==> config.mk <==
export PLATFORM = sky130hd
export DESIGN_NAME = instr_encoder
export DESIGN_NICKNAME = d
export VERILOG_FILES = /design/src/rtl/instr_encoder_pkg.sv /design/src/rtl/instr_encoder_pack.sv /design/src/rtl/instr_encoder.sv
export SDC_FILE = /design/constraint.sdc
export NUM_CORES = 1
export LEC_CHECK = 0
export ABC_AREA = 1
export BUFFER_PORTS_ARGS = -buffer_cell sky130_fd_sc_hd__buf_2
export CAP_MARGIN = 20
export CELL_PAD_IN_SITES_DETAIL_PLACEMENT = 0
export CELL_PAD_IN_SITES_GLOBAL_PLACEMENT = 1
export CORE_ASPECT_RATIO = 1.75
export CORE_UTILIZATION = 31
export CTS_CLUSTER_SIZE = 24
export DETAILED_ROUTE_END_ITERATION = 8
export PLACE_DENSITY_LB_ADDON = 0.1
export SYNTH_ARGS = -nofsm -noshare
export SYNTH_HDL_FRONTEND = slang
export SYNTH_SLANG_ARGS = --single-unit
export TNS_END_PERCENT = 30
==> constraint.sdc <==
create_clock -name clk -period 1.6 [get_ports clk]
set_input_delay 0.24 -clock clk [delete_from_list [all_inputs] [get_ports clk]]
set_output_delay 0.24 -clock clk [all_outputs]
set_load 0.05 [all_outputs]
==> src/rtl/instr_encoder_pkg.sv <==
// Shared definitions for the instruction encoder: format codes, encoder
// state codes and MIPS instruction field bit positions.
package instr_encoder_pkg;

  typedef enum logic [1:0] {
    FMT_R   = 2'd0,
    FMT_I   = 2'd1,
    FMT_J   = 2'd2,
    FMT_RSV = 2'd3
  } fmt_e;

  typedef enum logic [1:0] {
    ST_IDLE   = 2'd0,
    ST_ACCEPT = 2'd1,
    ST_WRITE  = 2'd2,
    ST_DONE   = 2'd3
  } enc_state_e;

  localparam int OPC_HI = 31;
  localparam int RS_HI  = 25;
  localparam int RT_HI  = 20;
  localparam int RD_HI  = 15;
  localparam int SH_HI  = 10;

endpackage

==> src/rtl/instr_encoder_pack.sv <==
// Combinational packer: selects the R/I/J layout from fmt and assembles
// the 32-bit MIPS instruction word. Reserved formats produce zero.
module instr_pack
  import instr_encoder_pkg::*;
(
  input  logic [1:0]  fmt,
  input  logic [5:0]  opcode,
  input  logic [4:0]  rs,
  input  logic [4:0]  rt,
  input  logic [4:0]  rd,
  input  logic [4:0]  shamt,
  input  logic [5:0]  func,
  input  logic [15:0] imm,
  input  logic [25:0] jump_target,
  output logic [31:0] word,
  output logic        rsv
);

  // NOTE: every output gets a default before the case so no path leaves it unassigned (no latch).
  always_comb begin
    word = '0;
    rsv  = 1'b0;
    word[OPC_HI -: 6] = opcode;
    case (fmt)
      FMT_R: begin
        word[RS_HI -: 5] = rs;
        word[RT_HI -: 5] = rt;
        word[RD_HI -: 5] = rd;
        word[SH_HI -: 5] = shamt;
        word[5:0]        = func;
      end
      FMT_I: begin
        word[RS_HI -: 5] = rs;
        word[RT_HI -: 5] = rt;
        word[15:0]       = imm;
      end
      FMT_J: word[25:0] = jump_target;
      default: begin
        word = '0;
        rsv  = 1'b1;
      end
    endcase
  end

endmodule

==> src/rtl/instr_encoder.sv <==
// Program-memory loader: accepts instruction field bundles over valid/ready,
// packs them and writes one word every two cycles starting at address 0.
module instr_encoder
  import instr_encoder_pkg::*;
#(
  parameter int ADDR_W = 5
) (
  input  logic              clk,
  input  logic              rst,
  input  logic              start,
  input  logic              in_valid,
  output logic              in_ready,
  input  logic [1:0]        fmt,
  input  logic [5:0]        opcode,
  input  logic [4:0]        rs,
  input  logic [4:0]        rt,
  input  logic [4:0]        rd,
  input  logic [4:0]        shamt,
  input  logic [5:0]        func,
  input  logic [15:0]       imm,
  input  logic [25:0]       jump_target,
  input  logic              last,
  output logic              mem_we,
  output logic [ADDR_W-1:0] mem_addr,
  output logic [31:0]       mem_wdata,
  output logic [ADDR_W:0]   count,
  output logic              done,
  output logic              full,
  output logic              error
);

  enc_state_e  state, state_next;
  logic [31:0] packed_word;
  logic        fmt_rsv;
  logic        last_q;
  logic        do_clear, do_load, do_write, set_err;

  instr_pack u_pack (
    .fmt         (fmt),
    .opcode      (opcode),
    .rs          (rs),
    .rt          (rt),
    .rd          (rd),
    .shamt       (shamt),
    .func        (func),
    .imm         (imm),
    .jump_target (jump_target),
    .word        (packed_word),
    .rsv         (fmt_rsv)
  );

  always_comb begin
    state_next = state;
    do_clear   = 1'b0;
    do_load    = 1'b0;
    do_write   = 1'b0;
    set_err    = 1'b0;
    case (state)
      ST_IDLE, ST_DONE: begin
        if (start) begin
          do_clear   = 1'b1;
          state_next = ST_ACCEPT;
        end
      end
      ST_ACCEPT: begin
        if (in_valid) begin
          if (fmt_rsv) begin
            set_err = 1'b1;
            if (last) state_next = ST_DONE;
          end else begin
            do_load    = 1'b1;
            state_next = ST_WRITE;
          end
        end
      end
      ST_WRITE: begin
        do_write   = 1'b1;
        state_next = (mem_addr == '1 || last_q) ? ST_DONE : ST_ACCEPT;
      end
      default: state_next = ST_IDLE;
    endcase
  end

  // NOTE: sequential state uses non-blocking assignments so all registers update from pre-edge values.
  always_ff @(posedge clk or posedge rst) begin
    if (rst) state <= ST_IDLE;
    else     state <= state_next;
  end

  // Handshake/strobe outputs are registered decodes of the next state,
  // so they track the state register with no path from in_valid.
  always_ff @(posedge clk or posedge rst) begin
    if (rst) begin
      in_ready  <= 1'b0;
      mem_we    <= 1'b0;
      done      <= 1'b0;
      full      <= 1'b0;
      error     <= 1'b0;
      mem_addr  <= '0;
      mem_wdata <= '0;
      count     <= '0;
      last_q    <= 1'b0;
    end else begin
      in_ready <= (state_next == ST_ACCEPT);
      mem_we   <= (state_next == ST_WRITE);
      done     <= (state_next == ST_DONE);
      if (do_clear) begin
        mem_addr <= '0;
        count    <= '0;
        full     <= 1'b0;
        error    <= 1'b0;
      end
      if (set_err) error <= 1'b1;
      if (do_load) begin
        mem_wdata <= packed_word;
        last_q    <= last;
      end
      if (do_write) begin
        count    <= count + 1'b1;
        mem_addr <= mem_addr + 1'b1;
        if (mem_addr == '1) full <= 1'b1;
      end
    end
  end

endmodule

==> summary.md, run 1 <==
| Metric | Value |
|---|---|
| Status | finished, violations left |
| Failing checks | hold timing |
| Max Clk Rate | ~0.66 GHz |
| Routed Antenna Nets | 0 |
| Post-Route WL | 7080 µm |
| Synthesized area | 2450 µm² |
| Vias | 2472 |
| Initial antenna violation count | 0 |
| Syn nets | 380 |
| Layout area overhead | 40.8% |
| Post-synthesis register bit count | 51 |
| Largest vdd supply drop | 0.00123 V |
| Most frequent CP cell | nand2_1 |
| Crit-path max cell delay | 0.42 ns |
| CP Max Fanout | 4 |
| Vias in the first global route | 2404 |
| Hold Buf Count CTS | 0 |
| Hold Path Class | input port to asynchronous set/reset pin |
| Share of power burned in registers | around 30% |
| Internal | 3.57 mW |
| CTS Sinks | 51 |
| Net count, final | approximately 500 |
| CP top delay family | simple AND/OR/NAND/NOR gates |
| Critical Path, Cell by Cell | ha_2, nand2_1, nor2_1, ha_1, o21ai_1, nand3_1, nand2_1, nand2_1, nand2_1, inv_1 |
| Port-buffer cells | around 130 |
| Final period util | 95.0% |
| CORE AREA | 7620 µm² |
| Min Hold Slack | -0.0258 ns |
| Sequential fraction of the synthesis area | 52.1% |
| CTS tree | built |
| Die width | 69.2 µm |
| Clock root buffer | clkbuf_16 |
| DRT Pass-1 Iters | 6 |
| Top Ports | roughly 130 |
| Reg2reg end | mem_we$_DFF_PP0_ |
| GRT Total Usage | around 18% |
| FF-to-FF setup slack | ~0.079 ns |
| Psw | 3.47 mW |
| Switch share | 49.3% |
| Reg2reg start | mem_addr[1]$_DFFE_PP0P_ |
| Die area | 8280 µm² |
| RSZ-0062 raised after global routing | false |
| Ant diodes | 0 |
| Worst-path clk slew | approximately 0.07 ns |
| Crit Path Category | flop to flop |
| Worst path slowest cell | dfrtp_2 |
| Crit path DAT | 1.71 ns |
| Final worst path period need | 1.52 ns |
| Critical Path Start Type | flop |
| RePlAce Congestion | 0.755 |
| DR DRC count | 0 |
| First-pass GRT wire length | about 11000 µm |
| Largest net degree at the start of global routing | 52 |
| Gate power share | approximately 53% |
| Post-DR vias/cell | 4.77 |
| Utilization after layout | 45.3% |
| CP bufs+invs | 1 |
| Post-DP HPWL | 5190 µm |
| Yosys Warn Count | 0 |
| Worst Path Required | 1.79 ns |
| Clock power share | 17.9% |
| Layout cells sized above 1 | 36.7% |
| Power density cells | 2040 nW/µm² |
| Clock buffer depth | 2 |
| Relative slew margins | 80.3% |
| Core Rows | 42 |
| Hold Fails Final Rpt | 25 |
| Slew @ Worst Pin | 0.295 ns |
| Post-synthesis cell count | slightly below 300 |
| Avg Cell Area, Syn | about 8.3 µm² |
| Wire per inst | 13.7 µm |
| Slew Limit Fails | 0 |
| Fin Setup TNS | 0 ns |
| Initial Util | 32.2% |
| P_leak | 1.79 nW |
| CTS Buf Count | 5 |
| Reg2reg path depth | 10 |
| Critical Path End Type | flop |
| Overflow after GRT | 0 |
| Maxcap violations | 0 |
| # setup viols final | 0 |
| Netlist cell types | 22 |
| Initial DRC count | 165 |
| Height of the chip | 120 µm |
| Clk_lat worst skew | 0.29 ns |
| Worst clock skew | between 0.002 and 0.003 ns |
| H-tree depth | 2 |
==> per-layer routing <==
metal	up-vias	share of wire [%]	wire, µm	global-route usage (%)
met2	73	53	3770	31.9
met1	1154	39	2750	19.1
met5	-	0	0	0
met3	11	5.6	398	4.87
met4	0	2.1	151	6.63
li1	1234	-	-	-
==> worst max path at each step <==
stage	from	end	cells past startpoint
after floorplan	rst	mem_addr[0]$_DFFE_PP0P_	1
after global placement	mem_addr[1]$_DFFE_PP0P_	mem_we$_DFF_PP0_	10
after detailed placement	mem_addr[1]$_DFFE_PP0P_	mem_we$_DFF_PP0_	10
after CTS	mem_addr[1]$_DFFE_PP0P_	mem_we$_DFF_PP0_	10
after global routing	state[1]$_DFF_PP0_	mem_wdata[7]$_DFFE_PP0P_	9
final	mem_addr[1]$_DFFE_PP0P_	mem_we$_DFF_PP0_	10
==> sequential cells by signal (all words and copies together), names as in the netlist <==
signal,flops
full,1
done,1
mem_wdata,32
count,6
error,1
mem_addr,5
in_ready,1
state,2
mem_we,1
last_q,1
==> logic make-up (layout without fill, tap and decap cells) <==
| kind of cell | Yosys count | count (layout) | share of synthesized area (%) |
|---|---|---|---|
| and+or+nand+nor | 161 | 161 | 27.9 |
| DFF | 51 | 51 | 52.1 |
| AOI/OAI and AO/OA | 48 | 48 | 11.6 |
| buffers and inverters | 28 | 164 | 5.46 |
| adders and majority gates | 5 | 5 | 2.55 |
| muxes | 1 | 1 | 0.408 |
==> final cells by class <==
cell class	instances	area [µm²]
fillers	828	4170
flip-flops and latches	51	1280
multi-input cells	215	1050
repair buffers	140	781
clock buffers	6	139
well taps	88	110
inverters	16	62.6
clock inverters	2	35.0
==> stage by stage <==
| step | area [µm²] | std cells | worst slack (ns) | power (mW) | hold WS, ns |
|---|---|---|---|---|---|
| 4_1_cts | 3450 | 518 | 0.0235 | 7.13 | 0.00263 |
| 2_1_floorplan | 2460 | 294 | 0.0157 | 4.85 | 0.350 |
| 6_report | 3450 | 518 | 0.0793 | 7.04 | -0.0258 |
| 3_5_place_dp | 3270 | 510 | 0.0349 | 5.85 | 0.318 |
| 3_3_place_gp | 3270 | 510 | 0.0647 | 5.82 | 0.317 |
| 5_1_grt | 3450 | 518 | 0.00926 | 7.48 | 0.0126 |
==> Yosys cell counts <==
master | count | share of area (%)
nand4_1 | 17 | 4.3
clkbuf_1 | 3 | 0.46
ha_1 | 5 | 2.6
nand2_2 | 1 | 0.26
buf_6 | 2 | 0.92
nor2_4 | 1 | 0.46
o21a_1 | 16 | 4.9
buf_4 | 2 | 0.61
a22o_1 | 1 | 0.36
inv_1 | 15 | 2.3
nor3_1 | 1 | 0.20
nand3_1 | 13 | 2.7
buf_2 | 5 | 1.0
nor2_2 | 1 | 0.26
nor2_1 | 20 | 3.1
a21oi_1 | 26 | 5.3
o21ai_0 | 5 | 1.0
nand2_4 | 1 | 0.46
dfrtp_1 | 51 | 52
nand2_1 | 106 | 16
inv_2 | 1 | 0.15
mux2i_1 | 1 | 0.41
==> cell usage in the layout, fill, tap and decap left out, types with 2 or more instances in the layout <==
| cell type | n |
|---|---|
| a21oi_1 | 26 |
| buf_12 | 4 |
| buf_2 | 128 |
| buf_4 | 8 |
| clkbuf_16 | 5 |
| dfrtp_1 | 49 |
| dfrtp_2 | 2 |
| ha_1 | 3 |
| ha_2 | 2 |
| inv_1 | 14 |
| nand2_1 | 106 |
| nand3_1 | 13 |
| nand4_1 | 17 |
| nor2_1 | 20 |
| o21a_1 | 16 |
| o21ai_0 | 4 |
==> worst min-delay path: cells and delay by family <==
kind	cells	cell delay (ns)
buffers and inverters	3	0.41
==> power by group through the flow <==
| stage | clock [mW] | sequential [mW] | combinational (mW) |
|---|---|---|---|
| final | 1.26 | 2.09 | 3.70 |
| after global placement | 0 | 2.11 | 3.71 |
| after detailed placement | 0 | 2.11 | 3.74 |
| after global routing | 1.33 | 2.17 | 3.97 |
| after floorplan | 0 | 3.83 | 1.02 |
| after CTS | 1.29 | 2.09 | 3.74 |
==> repair_timing <==
| action | 4_1_cts | 5_1_grt |
|---|---|---|
| buffers inserted | 0 | 0 |
| resized for setup | 0 | 3 |
| endpoints found under the hold margin | 0 | 0 |
| endpoints found under the setup margin | 0 | 3 |
No activity file was read; power rests on OpenSTA's default activity.
==> inputs of run 2 (changes only) <==
--- a/config.mk
+++ b/config.mk
@@ -5,13 +5,12 @@
 export SDC_FILE = /design/constraint.sdc
 export NUM_CORES = 1
 export LEC_CHECK = 0
-export ABC_AREA = 1
 export BUFFER_PORTS_ARGS = -buffer_cell sky130_fd_sc_hd__buf_2
 export CAP_MARGIN = 20
 export CELL_PAD_IN_SITES_DETAIL_PLACEMENT = 0
 export CELL_PAD_IN_SITES_GLOBAL_PLACEMENT = 1
 export CORE_ASPECT_RATIO = 1.75
-export CORE_UTILIZATION = 31
+export CORE_UTILIZATION = 33
 export CTS_CLUSTER_SIZE = 24
 export DETAILED_ROUTE_END_ITERATION = 8
 export PLACE_DENSITY_LB_ADDON = 0.1
==> summary.md, run 2 <==
| Metric | Value |
|---|---|
| First-pass GRT wire length | 10900 µm (-4.5%) |
| Post-route cell area | 3600 µm² (+4.3%) |
| Overflow after GRT | 0 (unchanged) |
| Slew @ Worst Pin | 0.594 ns (+0.300 ns) |
| EDFF count, synth | 0 (unchanged) |
| Final worst path period need | 1.61 ns (+0.0920 ns) |
| Routed Antenna Nets | 0 (unchanged) |
| Initial antenna violation count | 0 (unchanged) |
| Synth top area share | 48.7% (-3.4 points) |
| Final setup margin | -0.0127 ns (-0.0920 ns) |
| Synthesized area | 2620 µm² (+6.9%) |
| Ant diodes | 0 (unchanged) |
| GRT Total Usage | 16.5% (-1.1 points) |
| Most frequent CP cell | ha_4 |
| Post-synthesis cell count | 260 (-12%) |
| Top FF cell, synth | dfrtp_1 |
| Post-Route WL | 6780 µm (-4.3%) |
| Largest vdd supply drop | 0.000977 V (-21%) |
| FFs w/ async S/R, synth | 100% (unchanged) |
| Maxcap violations | 0 (unchanged) |
| CP Max Fanout | 3 (-1) |
| Critical Path End Type | flop |
| Post-DR vias/cell | 4.84 (+1.4%) |
| Crit Path Category | flop to flop |
| Post-synthesis register bit count | 51 (unchanged) |
| Layout cells sized above 1 | 48.2% (+11 points) |
| Crit path DAT | 1.83 ns (+0.12 ns) |
| Vias in the first global route | 2342 (-2.6%) |
| Synth top cells by count | dfrtp_1 (51), nand2_1 (42), nor2_1 (31) |
| Utilization after layout | 47.2% (+1.9 points) |
| Port-buffer cells | 128 (unchanged) |
| Height of the chip | 120 µm (+0.20%) |
| Worst clock skew | 0.00274 ns (-0.000216 ns) |
| Max FFs per register | 32 (unchanged) |
| Pre-CTS setup slack | -0.0309 ns (-0.0658 ns) |
| Critical Path, Cell by Cell | ha_4, and3_4, ha_4, o21a_1, a21oi_2, o221a_2, inv_2, nor2_1 |
| Vias | 2343 (-5.2%) |
| Reg2reg path depth | 8 (-2) |
| Wire per inst | 14.0 µm (+2.5%) |
| Slew Limit Fails | 0 (unchanged) |
| Core Rows | 42 (unchanged) |
| Netlist cell types | 38 (+73%) |
| Clk_lat worst skew | 0.28 ns (about the same) |
| Overall power | 7.09 mW (+0.62%) |
| Avg Cell Area, Syn | 10.1 µm² (+21%) |
| CTS Buf Count | 5 (unchanged) |
| Critical Path Start Type | flop |
| Worst path slowest cell | dfrtp_2 |
| Die width | 69.4 µm (+0.20%) |
| Crit-path max cell delay | 0.43 ns (about the same) |
| Status | finished, violations left |
| Top cells by area, synth | dfrtp_1 (49%), mux2i_1 (6.1%), nand2_1 (6.0%), o22ai_2 (4.8%), nor2_1 (4.4%) |
| P_leak | 1.87 nW (+4.8%) |
| CORE AREA | 7620 µm² (unchanged) |
| Final period util | 101% (+5.7 points) |
| Initial DRC count | 66 (-60%) |
| Top Ports | 129 (unchanged) |
| Initial Util | 34.4% (+2.2 points) |
| RePlAce Congestion | 0.835 (+11%) |
| Sequential fraction of the synthesis area | 48.7% (-3.4 points) |
| Worst Path Required | 1.82 ns (+0.03 ns) |
| Post-DP HPWL | 5230 µm (+0.70%) |
| H-tree depth | 2 (unchanged) |
| Power density cells | 1970 nW/µm² (-3.5%) |
| Biggest regs | mem_wdata x32, count x6, mem_addr x5 |
| Yosys Warn Count | 0 (unchanged) |
| CTS tree | built |
| Most common cell in the netlist | dfrtp_1 |
| Failing checks | hold timing, setup timing |
| Reg with most FFs | mem_wdata |
| Worst-path clk slew | 0.06 ns (about the same) |
| Hold Path Class | input port to asynchronous set/reset pin |
| Most frequent cells in the layout | buf_2 (128), dfrtp_1 (47), nand2_1 (42) |
| RSZ-0062 raised after global routing | true |
| Area leader, netlist | dfrtp_1 |
| Min Hold Slack | -0.0129 ns (+0.0129 ns) |
| Max Clk Rate | 0.620 GHz (-5.7%) |
| Clock root buffer | clkbuf_16 |
| Layout area overhead | 37.4% |
| Clock buffer depth | 2 (unchanged) |
| Relative slew margins | 60.4% (-20 points) |
| Hold Fails Final Rpt | 5 (-80%) |
| CTS Sinks | 51 (unchanged) |
| Largest net degree at the start of global routing | 52 (unchanged) |
| Die area | 8310 µm² (+0.40%) |
| Net count, final | 483 (-6.2%) |
| Leading cell type in the layout, fill and taps excluded | buf_2 |
| DRT Pass-1 Iters | 4 (-2) |
| Post-placement cell area | 3450 µm² (+5.3%) |
| Syn nets | 346 (-8.9%) |
| # setup viols final | 1 (+1) |
| DR DRC count | 0 (unchanged) |
[run 2: logic make-up after synthesis]
family,after synthesis,synth area share (%)
mux,18,6.97
buf+inv,23,5.92
xor+xnor,5,1.67
simple gates,84,13.0
compound gates,74,21.3
fa+ha+maj,5,2.39
flops,51,48.7
[run 2: report_power, final]
group / switching, mW / internal (mW) / total, mW
Clock: 0.417 / 0.563 / 0.979
Sequential: 0.301 / 1.82 / 2.13
Combinational: 2.85 / 1.13 / 3.98
Total: 3.57 / 3.52 / 7.09
[run 2: final cells by class]
class | instances | area (µm²)
fill | 792 | 4020
sequential | 51 | 1280
multi-input combinational | 186 | 1240
timing repair buffer | 147 | 821
clock buffer | 6 | 129
tap | 88 | 110
inverter | 6 | 22.5
[run 2: final timing paths]
kind	start	slack (ns)	to
min in group clk	opcode[3]	0.15	mem_wdata[29]$_DFFE_PP0P_
max in group asynchronous	rst	1.36	mem_addr[2]$_DFFE_PP0P_
worst max register to register	mem_addr[0]$_DFFE_PP0P_	-0.01	in_ready$_DFF_PP0_
worst max-delay path	mem_addr[0]$_DFFE_PP0P_	-0.01	in_ready$_DFF_PP0_
worst min-delay path	rst	-0.01	mem_wdata[27]$_DFFE_PP0P_
worst min register to register	mem_wdata[10]$_DFFE_PP0P_	0.48	mem_wdata[10]$_DFFE_PP0P_
[run 2: stage by stage]
step / instances / TNS (ns)
2_1_floorplan: 260 / -0.339
3_3_place_gp: 477 / 0
3_5_place_dp: 477 / -0.0378
4_1_cts: 484 / -0.0482
5_1_grt: 484 / -0.173
6_report: 484 / -0.0127
[run 2: what timing repair did]
item | 4_1_cts | 5_1_grt
hold endpoints to repair | 0 | 0
hold buffers | 0 | 0
endpoints found under the setup margin | 3 | 4
buffers inserted | 1 | 0
gates cloned | 0 | 0
resized for setup | 0 | 3
pin swaps | 2 | 1
[run 2: worst max-delay path: cells and delay by family, from the launching register on]
family	cells	cell delay (ns)
AOI/OAI and AO/OA	3	0.50
DFF	1	0.43
and+or+nand+nor	2	0.26
buffers and inverters	1	0.04
adders and majority gates	2	0.31
[run 2: layer usage]
metal	GRT usage, %	part of all wire [%]	wire, µm
met1	16.7	37	2520
met2	32.6	56	3800
met3	3.19	5.2	353
met4	5.36	1.4	93
met5	0	0	0
